<file path="config.mk">
export PLATFORM = sky130hd
export DESIGN_NAME = spw_status_trace_pio
export DESIGN_NICKNAME = d
export VERILOG_FILES = /design/src/rtl/spw_status_trace_pio.sv
export SDC_FILE = /design/constraint.sdc
export NUM_CORES = 1
export LEC_CHECK = 0
export BUFFER_PORTS_ARGS = -buffer_cell sky130_fd_sc_hd__buf_2
export CELL_PAD_IN_SITES_DETAIL_PLACEMENT = 2
export CELL_PAD_IN_SITES_GLOBAL_PLACEMENT = 2
export CORE_ASPECT_RATIO = 1.2
export CORE_MARGIN = 2
export CORE_UTILIZATION = 45
export CTS_CLUSTER_SIZE = 10
export DETAILED_ROUTE_END_ITERATION = 10
export HOLD_SLACK_MARGIN = 0.15
export PLACE_DENSITY_LB_ADDON = 0.1
export SLEW_MARGIN = 0
export SYNTH_ARGS = -nofsm -noshare
export SYNTH_HDL_FRONTEND = slang
export SYNTH_SLANG_ARGS = --single-unit
export TNS_END_PERCENT = 100
</file>
<file path="constraint.sdc">
create_clock -name clk -period 5.4 [get_ports clk]
set_input_delay 0 -clock clk [delete_from_list [all_inputs] [get_ports clk]]
set_output_delay 0 -clock clk [all_outputs]
set_load 0.03 [all_outputs]
</file>
<file path="src/rtl/spw_status_trace_pio.sv">
// spw_status_trace_pio
//   Status-trace parallel input port. A WIDTH-bit status vector is
//   synchronised into the clk domain. Every change of the synchronised value
//   is logged, with a free-running timestamp, into a small history FIFO.
//   Per-bit edge capture drives a level interrupt.
//
// Ports
//   clk        : clock; all logic runs on the rising edge
//   reset_n    : asynchronous, active-low reset
//   in_port    : status vector, asynchronous to clk
//   address    : register select
//                0 sync, 1 irq_mask, 2 edge_capture, 3 timestamp,
//                4 FIFO head/pop, 5 FIFO status/control
//   chipselect : slave select; qualifies read and write
//   read       : read strobe
//   write      : write strobe
//   writedata  : write data
//   readdata   : registered read data, valid one cycle after the read strobe
//   irq        : registered level interrupt, OR(edge_capture & irq_mask)
module spw_status_trace_pio #(
  parameter int WIDTH       = 6,
  parameter int SYNC_STAGES = 2,
  parameter int DEPTH       = 8,
  parameter int TS_WIDTH    = 16,
  parameter int EDGE_MODE   = 2
) (
  input  logic              clk,
  input  logic              reset_n,
  input  logic [WIDTH-1:0]  in_port,
  input  logic [2:0]        address,
  input  logic              chipselect,
  input  logic              read,
  input  logic              write,
  input  logic [31:0]       writedata,
  output logic [31:0]       readdata,
  output logic              irq
);

  localparam int AW = (DEPTH > 1) ? $clog2(DEPTH) : 1;
  localparam int LW = AW + 1;
  localparam int EW = WIDTH + TS_WIDTH;
  localparam logic [1:0] EM = EDGE_MODE[1:0];

  logic [SYNC_STAGES-1:0][WIDTH-1:0] sync_q;
  logic [WIDTH-1:0]    prev_q;
  logic [TS_WIDTH-1:0] ts_q;
  logic [WIDTH-1:0]    mask_q;
  logic [WIDTH-1:0]    edge_q, edge_d;
  logic [AW-1:0]       wr_ptr_q, wr_ptr_d;
  logic [AW-1:0]       rd_ptr_q, rd_ptr_d;
  logic [LW-1:0]       level_q, level_d;
  logic                ovf_q, ovf_d;
  logic [31:0]         readdata_q, readdata_d;
  logic                irq_q;
  logic [EW-1:0]       mem_q [DEPTH];

  logic [WIDTH-1:0] sync_s;
  logic [WIDTH-1:0] edge_set_s;
  logic [WIDTH-1:0] w1c_s;
  logic             change_s;
  logic             wr_en_s, rd_en_s;
  logic             flush_s, ovf_clr_s;
  logic             full_s, pop_s, push_s, drop_s;
  logic             unused_wdata_s;

  assign sync_s    = sync_q[SYNC_STAGES-1];
  assign change_s  = (sync_s != prev_q);
  assign wr_en_s   = chipselect & write;
  assign rd_en_s   = chipselect & read;
  assign flush_s   = wr_en_s && (address == 3'd5) && writedata[0];
  assign ovf_clr_s = wr_en_s && (address == 3'd5) && writedata[1];
  assign w1c_s     = (wr_en_s && (address == 3'd2)) ? writedata[WIDTH-1:0] : '0;
  assign full_s    = (level_q == LW'(DEPTH));
  assign pop_s     = rd_en_s && (address == 3'd4) && (level_q != '0);
  // A full FIFO still accepts a push when the same edge pops; flush beats push.
  assign push_s    = change_s && !flush_s && (!full_s || pop_s);
  assign drop_s    = change_s && !flush_s && full_s && !pop_s;
  assign unused_wdata_s = ^writedata;

  assign readdata = readdata_q;
  assign irq      = irq_q;

  // Synchroniser chain, previous-value register and free-running timestamp.
  always_ff @(posedge clk or negedge reset_n) begin
    if (!reset_n) begin
      sync_q <= '0;
      prev_q <= '0;
      ts_q   <= '0;
    end else begin
      sync_q <= {sync_q[SYNC_STAGES-2:0], in_port};
      prev_q <= sync_s;
      ts_q   <= ts_q + TS_WIDTH'(1);
    end
  end

  // Per-bit edge detect selected by EDGE_MODE; a new set beats a same-cycle clear.
  always_comb begin
    edge_set_s = '0;
    case (EM)
      2'd0:    edge_set_s = sync_s & ~prev_q;
      2'd1:    edge_set_s = ~sync_s & prev_q;
      default: edge_set_s = sync_s ^ prev_q;
    endcase
    edge_d = (edge_q & ~w1c_s) | edge_set_s;
  end

  // FIFO pointer/level and sticky overflow next state.
  always_comb begin
    wr_ptr_d = wr_ptr_q;
    rd_ptr_d = rd_ptr_q;
    level_d  = level_q;
    ovf_d    = ovf_q;
    if (flush_s) begin
      wr_ptr_d = '0;
      rd_ptr_d = '0;
      level_d  = '0;
    end else begin
      if (push_s) wr_ptr_d = wr_ptr_q + AW'(1);
      else        wr_ptr_d = wr_ptr_q;
      if (pop_s)  rd_ptr_d = rd_ptr_q + AW'(1);
      else        rd_ptr_d = rd_ptr_q;
      if (push_s && !pop_s)      level_d = level_q + LW'(1);
      else if (pop_s && !push_s) level_d = level_q - LW'(1);
      else                       level_d = level_q;
    end
    if (drop_s)         ovf_d = 1'b1;
    else if (ovf_clr_s) ovf_d = 1'b0;
    else                ovf_d = ovf_q;
  end

  // Read data mux; an empty FIFO head reads as all zeros.
  always_comb begin
    readdata_d = 32'd0;
    case (address)
      3'd0: readdata_d[WIDTH-1:0]    = sync_s;
      3'd1: readdata_d[WIDTH-1:0]    = mask_q;
      3'd2: readdata_d[WIDTH-1:0]    = edge_q;
      3'd3: readdata_d[TS_WIDTH-1:0] = ts_q;
      3'd4: begin
        if (level_q != '0) begin
          readdata_d[EW-1:0] = mem_q[rd_ptr_q];
          readdata_d[31]     = 1'b1;
        end else begin
          readdata_d = 32'd0;
        end
      end
      3'd5: begin
        readdata_d[LW-1:0] = level_q;
        readdata_d[31]     = ovf_q;
      end
      default: readdata_d = 32'd0;
    endcase
  end

  // Control/status registers, FIFO bookkeeping, read data and interrupt.
  always_ff @(posedge clk or negedge reset_n) begin
    if (!reset_n) begin
      mask_q     <= '0;
      edge_q     <= '0;
      wr_ptr_q   <= '0;
      rd_ptr_q   <= '0;
      level_q    <= '0;
      ovf_q      <= 1'b0;
      readdata_q <= 32'd0;
      irq_q      <= 1'b0;
    end else begin
      if (wr_en_s && (address == 3'd1)) mask_q <= writedata[WIDTH-1:0];
      edge_q   <= edge_d;
      wr_ptr_q <= wr_ptr_d;
      rd_ptr_q <= rd_ptr_d;
      level_q  <= level_d;
      ovf_q    <= ovf_d;
      if (rd_en_s) readdata_q <= readdata_d;
      irq_q    <= |(edge_q & mask_q);
    end
  end

  // Entry storage; contents are don't-care until written, so no reset.
  always_ff @(posedge clk) begin
    if (push_s) mem_q[wr_ptr_q] <= {ts_q, sync_s};
  end

endmodule

</file>
* Word level (Yosys, flattened, before mapping)
Memory sizes are Yosys's and may differ from the RTL's. Cells that the tools add are included.
Operators by class: add/subtract/negate cells 5, eq/ne operators 7, mux-type cells 19, bitwise gates (word level) 7, reductions and logical operators 25
Operators with widths (number):
- $pmux W4 S6 | 1
- $mux W22 | 1
- $pmux W10 S2 | 1
- $add A16 B1 Y16 const B | 1
- $logic_and A1 B1 Y1 | 13
- $and A6 B6 Y6 | 2
- $mux W3 | 4
- $mux W4 | 3
- $mux W6 | 2
- $pmux W2 S5 | 1
- $add A3 B1 Y3 const B | 2
- $eq A3 B2 Y1 const B | 2
- $eq A3 B3 Y1 const B | 2
- $ne A6 B6 Y1 | 1
- $not A6 Y6 | 1
- $or A6 B6 Y6 | 1
- $reduce_bool A2 Y1 | 3
- $reduce_or A6 Y1 | 1
- $xor A6 B6 Y6 | 1
- $mux W1 | 5
- $add A4 B1 Y4 const B | 1
- $eq A4 B4 Y1 const B | 1
- $logic_not A1 Y1 | 4
- $reduce_bool A4 Y1 | 1
- other kinds (7) | 8
Storage, ports and cells: flip-flop bits (word level) 90, bits in writable memories 176, input bits 46, output and inout bits 33, word-level logic and storage cells 76, memories kept 1
Memory list:
- mem_q | depth 8, bits a word 22, rd ports 1, clocked after memory_dff 0, wr ports 1, line 55 | logic [EW-1:0] mem_q [DEPTH];

* Logic depth before layout (Yosys ltp)
depth after elaboration 11, mapped depth 12, depth with buffers taken out 10

* Worst setup path before layout
OpenSTA, ideal clock, no wires.
path kind reg-to-reg, start reg sync_q (netlist bit sync_s[5]), end mem mem_q[2][0] (netlist bit) (enable), setup time 0.457 ns, arrival 3.423 ns, required time 4.943 ns, slack 1.520 ns, cell stages (with the launch flop) 6, path buffers 0, clock period less this slack 3.880 ns, cells stage by stage dfrtp_1 -> xnor2_1 -> and4_1 -> a21oi_4 -> nand2_1 -> nor4_1
Between the ends: longest elaborated chain between the ends 5
RTL lines:
- start, declared | line 44 | logic [SYNC_STAGES-1:0][WIDTH-1:0] sync_q;
- start signal, assigned | line 90 | sync_q <= {sync_q[SYNC_STAGES-2:0], in_port};
- $ne A6 B6 Y1 | line 67 | assign change_s = (sync_s != prev_q);
- $logic_and A1 B1 Y1 (2 in a row) | line 76 | assign push_s = change_s && !flush_s && (!full_s || pop_s);
- $mux W1 | line 180 | if (push_s) mem_q[wr_ptr_q] <= {ts_q, sync_s};
- $mux W1 (not written as such) | line 180
- end, declared | line 55
Every way passes these cells.

* Final worst setup path
start reg sync_q (netlist bit sync_s[5]), end mem mem_q[3][9] (netlist bit) (enable)
The elaborated chain is that of the path after synthesis.

==> impl_metrics.env <==
export IMPL_yosys_area_share_adder_pct=0.802
export IMPL_yosys_cell_types_count=47
export IMPL_cts_sinks=257
export IMPL_synthCells=595
export IMPL_cp_end_kind="flop"
export IMPL_grt_max_degree=58
export IMPL_synth_top_flop_cell="edfxtp_1"
export IMPL_syn_area_per_cell_sq_um=17.3
export IMPL_stdcell_count=990
export IMPL_fin_crit_sh_pct=58.9
export IMPL_cp_max_fo=14
export IMPL_place_hpwl_microns=15300
export IMPL_die_w_microns=142
export IMPL_io_buffers=43
export IMPL_grt_first_pass_wirelength_microns=39700
export IMPL_relSlewSlack_pct=38.3
export IMPL_grtUsageMet2_pct=38.9
export IMPL_setup_viol=0
export IMPL_fin_skew_ns=0.0202
export IMPL_path_cells="xnor2_1, and4_1, a21oi_4, nand2_1, nor3_2, buf_4"
export IMPL_antenna_cells=0
export IMPL_drtIter0Drc=291
export IMPL_grt_ovfl_total=0
export IMPL_drive_gt1_share_pct=22.1
export IMPL_regToRegSetupSlack_ns=2.22
export IMPL_final_nets=741
export IMPL_fill_cells=1994
export IMPL_rr_endpoint="mem_q[3][9]"
export IMPL_pre_cts_slack_ns=2.19
export IMPL_wirelength_microns=25300
export IMPL_drc=0
export IMPL_cp_depth=6
export IMPL_placed_area_sq_um=10900
export IMPL_yosysTopAreaCell="edfxtp_1"
export IMPL_cts_root_buf="clkbuf_16"
export IMPL_ys_top_cells_by_area="edfxtp_1 51%, dfrtp_1 20%, mux4_2 9.8%, mux2i_1 2.4%, nand2_1 1.5%"
export IMPL_critPathSlowestCell="nor3_2"
export IMPL_r2r_start="sync_s[5]"
export IMPL_leakagePower_nw=4.43
export IMPL_synth_compound_area_share_pct=4.14
export IMPL_dieArea_sq_um=24100
export IMPL_crit_start="sync_s[5]"
export IMPL_required_ns=5.61
export IMPL_min_to="rd_ptr_q[1]"
export IMPL_wire_per_inst_microns=25.6
export IMPL_start_kind="flop"
export IMPL_fp_row_count=60
export IMPL_setup_ws_ns=2.22
export IMPL_design_area_sq_um=12000
export IMPL_grt_pass1_vias=6408
export IMPL_drt_pass1_iter_count=4
export IMPL_cp_num_buf_inv=1
export IMPL_status="finished clean"
export IMPL_holdPathStages=5
export IMPL_cts_tree="yes"
export IMPL_yosys_area_share_simple_pct=5.48
export IMPL_die_h_microns=170
export IMPL_ys_warn_count=0
export IMPL_rr_worst_depth=6
export IMPL_synth_seq_cells=257
export IMPL_cts_max_level=1
export IMPL_final_seq_area_sq_um=7310
export IMPL_area_growth_syn_to_layout_pct=16.8
export IMPL_worstSetupPathType="reg -> reg"
export IMPL_vias=5611
export IMPL_ant_nets=0
export IMPL_syn_area_sq_um=10300
export IMPL_antenna_found_initial=0
export IMPL_power_density_nw_per_um2=503
export IMPL_numCtsBuffers=29
export IMPL_synth_mux_area_share_pct=14.2
export IMPL_synth_top_family_by_area="multiplexers"
export IMPL_worstMarginPinSlew_ns=0.923
export IMPL_viasPerCell=5.67
export IMPL_crit_arrival_ns=3.40
export IMPL_core_area_sq_um=22400
export IMPL_irDropWorstVdd_mv=0.361
export IMPL_synth_common_cells="176 x edfxtp_1, 81 x dfrtp_1, 45 x mux4_2, 42 x nand2_1"
export IMPL_synth_edf_count=176
export IMPL_tns_ns=0
export IMPL_hold_start="address[0]"
export IMPL_start_util_pct=45.9
export IMPL_io_pins=79
export IMPL_cpLargestDelayFamily="simple AND/OR/NAND/NOR gates"
export IMPL_hold_path_class="in -> reg"
export IMPL_rsz0062_at_grt="false"
export IMPL_grt_usage_pct=22.2
export IMPL_async_reset_ff_share_pct=31.5
export IMPL_gr_usage_met3_pct=2.74
export IMPL_place_congestion=0.794
export IMPL_hold_viol=0
export IMPL_final_max_slew_viol_count=0
export IMPL_cap_viol_max_count=0
export IMPL_finalPower_mw=6.05
export IMPL_clock_latency_ns=0.55
export IMPL_seq_area_frac_synth_pct=71.0
export IMPL_multi_input_area_sq_um=2830
export IMPL_use_met1_pct=29.3
export IMPL_yosysMostFrequentCell="edfxtp_1"
export IMPL_dp_cells=903
export IMPL_clkTransAtPathRegs_ns=0.06
export IMPL_fmax_ghz=0.314
export IMPL_synth_xor_area_share_pct=2.04
export IMPL_max_stage_delay_ns=0.72
export IMPL_post_route_min_period_ns=3.18
export IMPL_grt_busiest_layer="met2"
export IMPL_cts_buffer_depth=3
export IMPL_yosys_area_top_type_share_pct=51.3
-- report_power, final --
group          switching (mW)  leakage (nW)  internal (mW)
combinational           0.823          1.41          0.641
clock                   0.749         0.386           1.00
sequential              0.237          2.63           2.59
-- repair_timing --
item / in CTS / in global routing
setup buffers: 0 / 0
hold endpoints to repair: 128 / 0
resized for setup: 0 / 0
hold buffers: 34 / 0
-- worst min-delay path: cells and delay by family --
kind	cells	cell delay, ns
AOI/OAI and AO/OA	1	0.06
buffers and inverters	1	0.25
and+or+nand+nor	3	0.38
-- layout by cell type (no fill, tap or decap), drive strengths merged, types with 2 or more instances in the layout --
| cell | count |
|---|---|
| edfxtp | 176 |
| dfrtp | 81 |
| buf | 57 |
| clkbuf | 53 |
| mux4 | 50 |
| nand2 | 42 |
| dlygate4sd3 | 33 |
| o21ai | 28 |
| mux2i | 25 |
| nor2 | 20 |
| xnor2 | 17 |
| a21oi | 17 |
| nand3 | 14 |
| inv | 12 |
| nor3 | 10 |
| and3 | 9 |
| a22oi | 9 |
| conb | 9 |
| xor2 | 7 |
| mux2 | 6 |
| a21o | 5 |
| ha | 5 |
| nand4 | 4 |
| o221ai | 4 |
| nor4 | 3 |
| and2 | 2 |
| and4 | 2 |
-- kinds of logic (layout without fill, tap and decap cells) --
group	count (synthesis)	count (layout)
adder cells (fa/ha/maj)	6	6
other	1	9
XOR/XNOR	24	24
buffers and inverters	47	155
multiplexers	81	81
AO/OA/AOI/OAI	67	67
AND/OR/NAND/NOR	112	112
flip-flops	257	257
-- flip-flops by register name (all words and copies together), names as in the netlist, 6 cells and up --
| signal | count |
|---|---|
| sync_s | 6 |
| mem_q | 176 |
| edge_q | 6 |
| readdata | 23 |
| sync_q | 6 |
| prev_q | 6 |
| mask_q | 6 |
| ts_q | 16 |
-- worst max path at each step --
stage	to
after floorplan	mem_q[2][0]
after global placement	mem_q[3][9]
after global routing	mem_q[3][7]
after CTS	mem_q[3][1]
final	mem_q[3][9]
after detailed placement	mem_q[3][1]
-- layer usage --
layer  wire length (microns)  vias up
li1                        -     2471
met2                   13400      113
met1                   10500     2984
met5                       0        -
met3                     886       43
met4                     555        0
-- cell type report --
class,instances,area share (%)
tap,279,2.90
sequential,257,60.9
clock buffer,53,6.79
timing repair buffer,90,5.54
inverter,12,0.375
multi-input combinational,299,23.5
-- through the flow --
stage / util (%) / hold WS, ns
after CTS: 53.5 / 0.176
after detailed placement: 48.4 / -0.0315
final: 53.5 / 0.195
after global placement: 48.4 / -0.0523
after floorplan: - / -0.296
after global routing: 53.5 / 0.244
No activity file was read; power rests on OpenSTA's default activity.
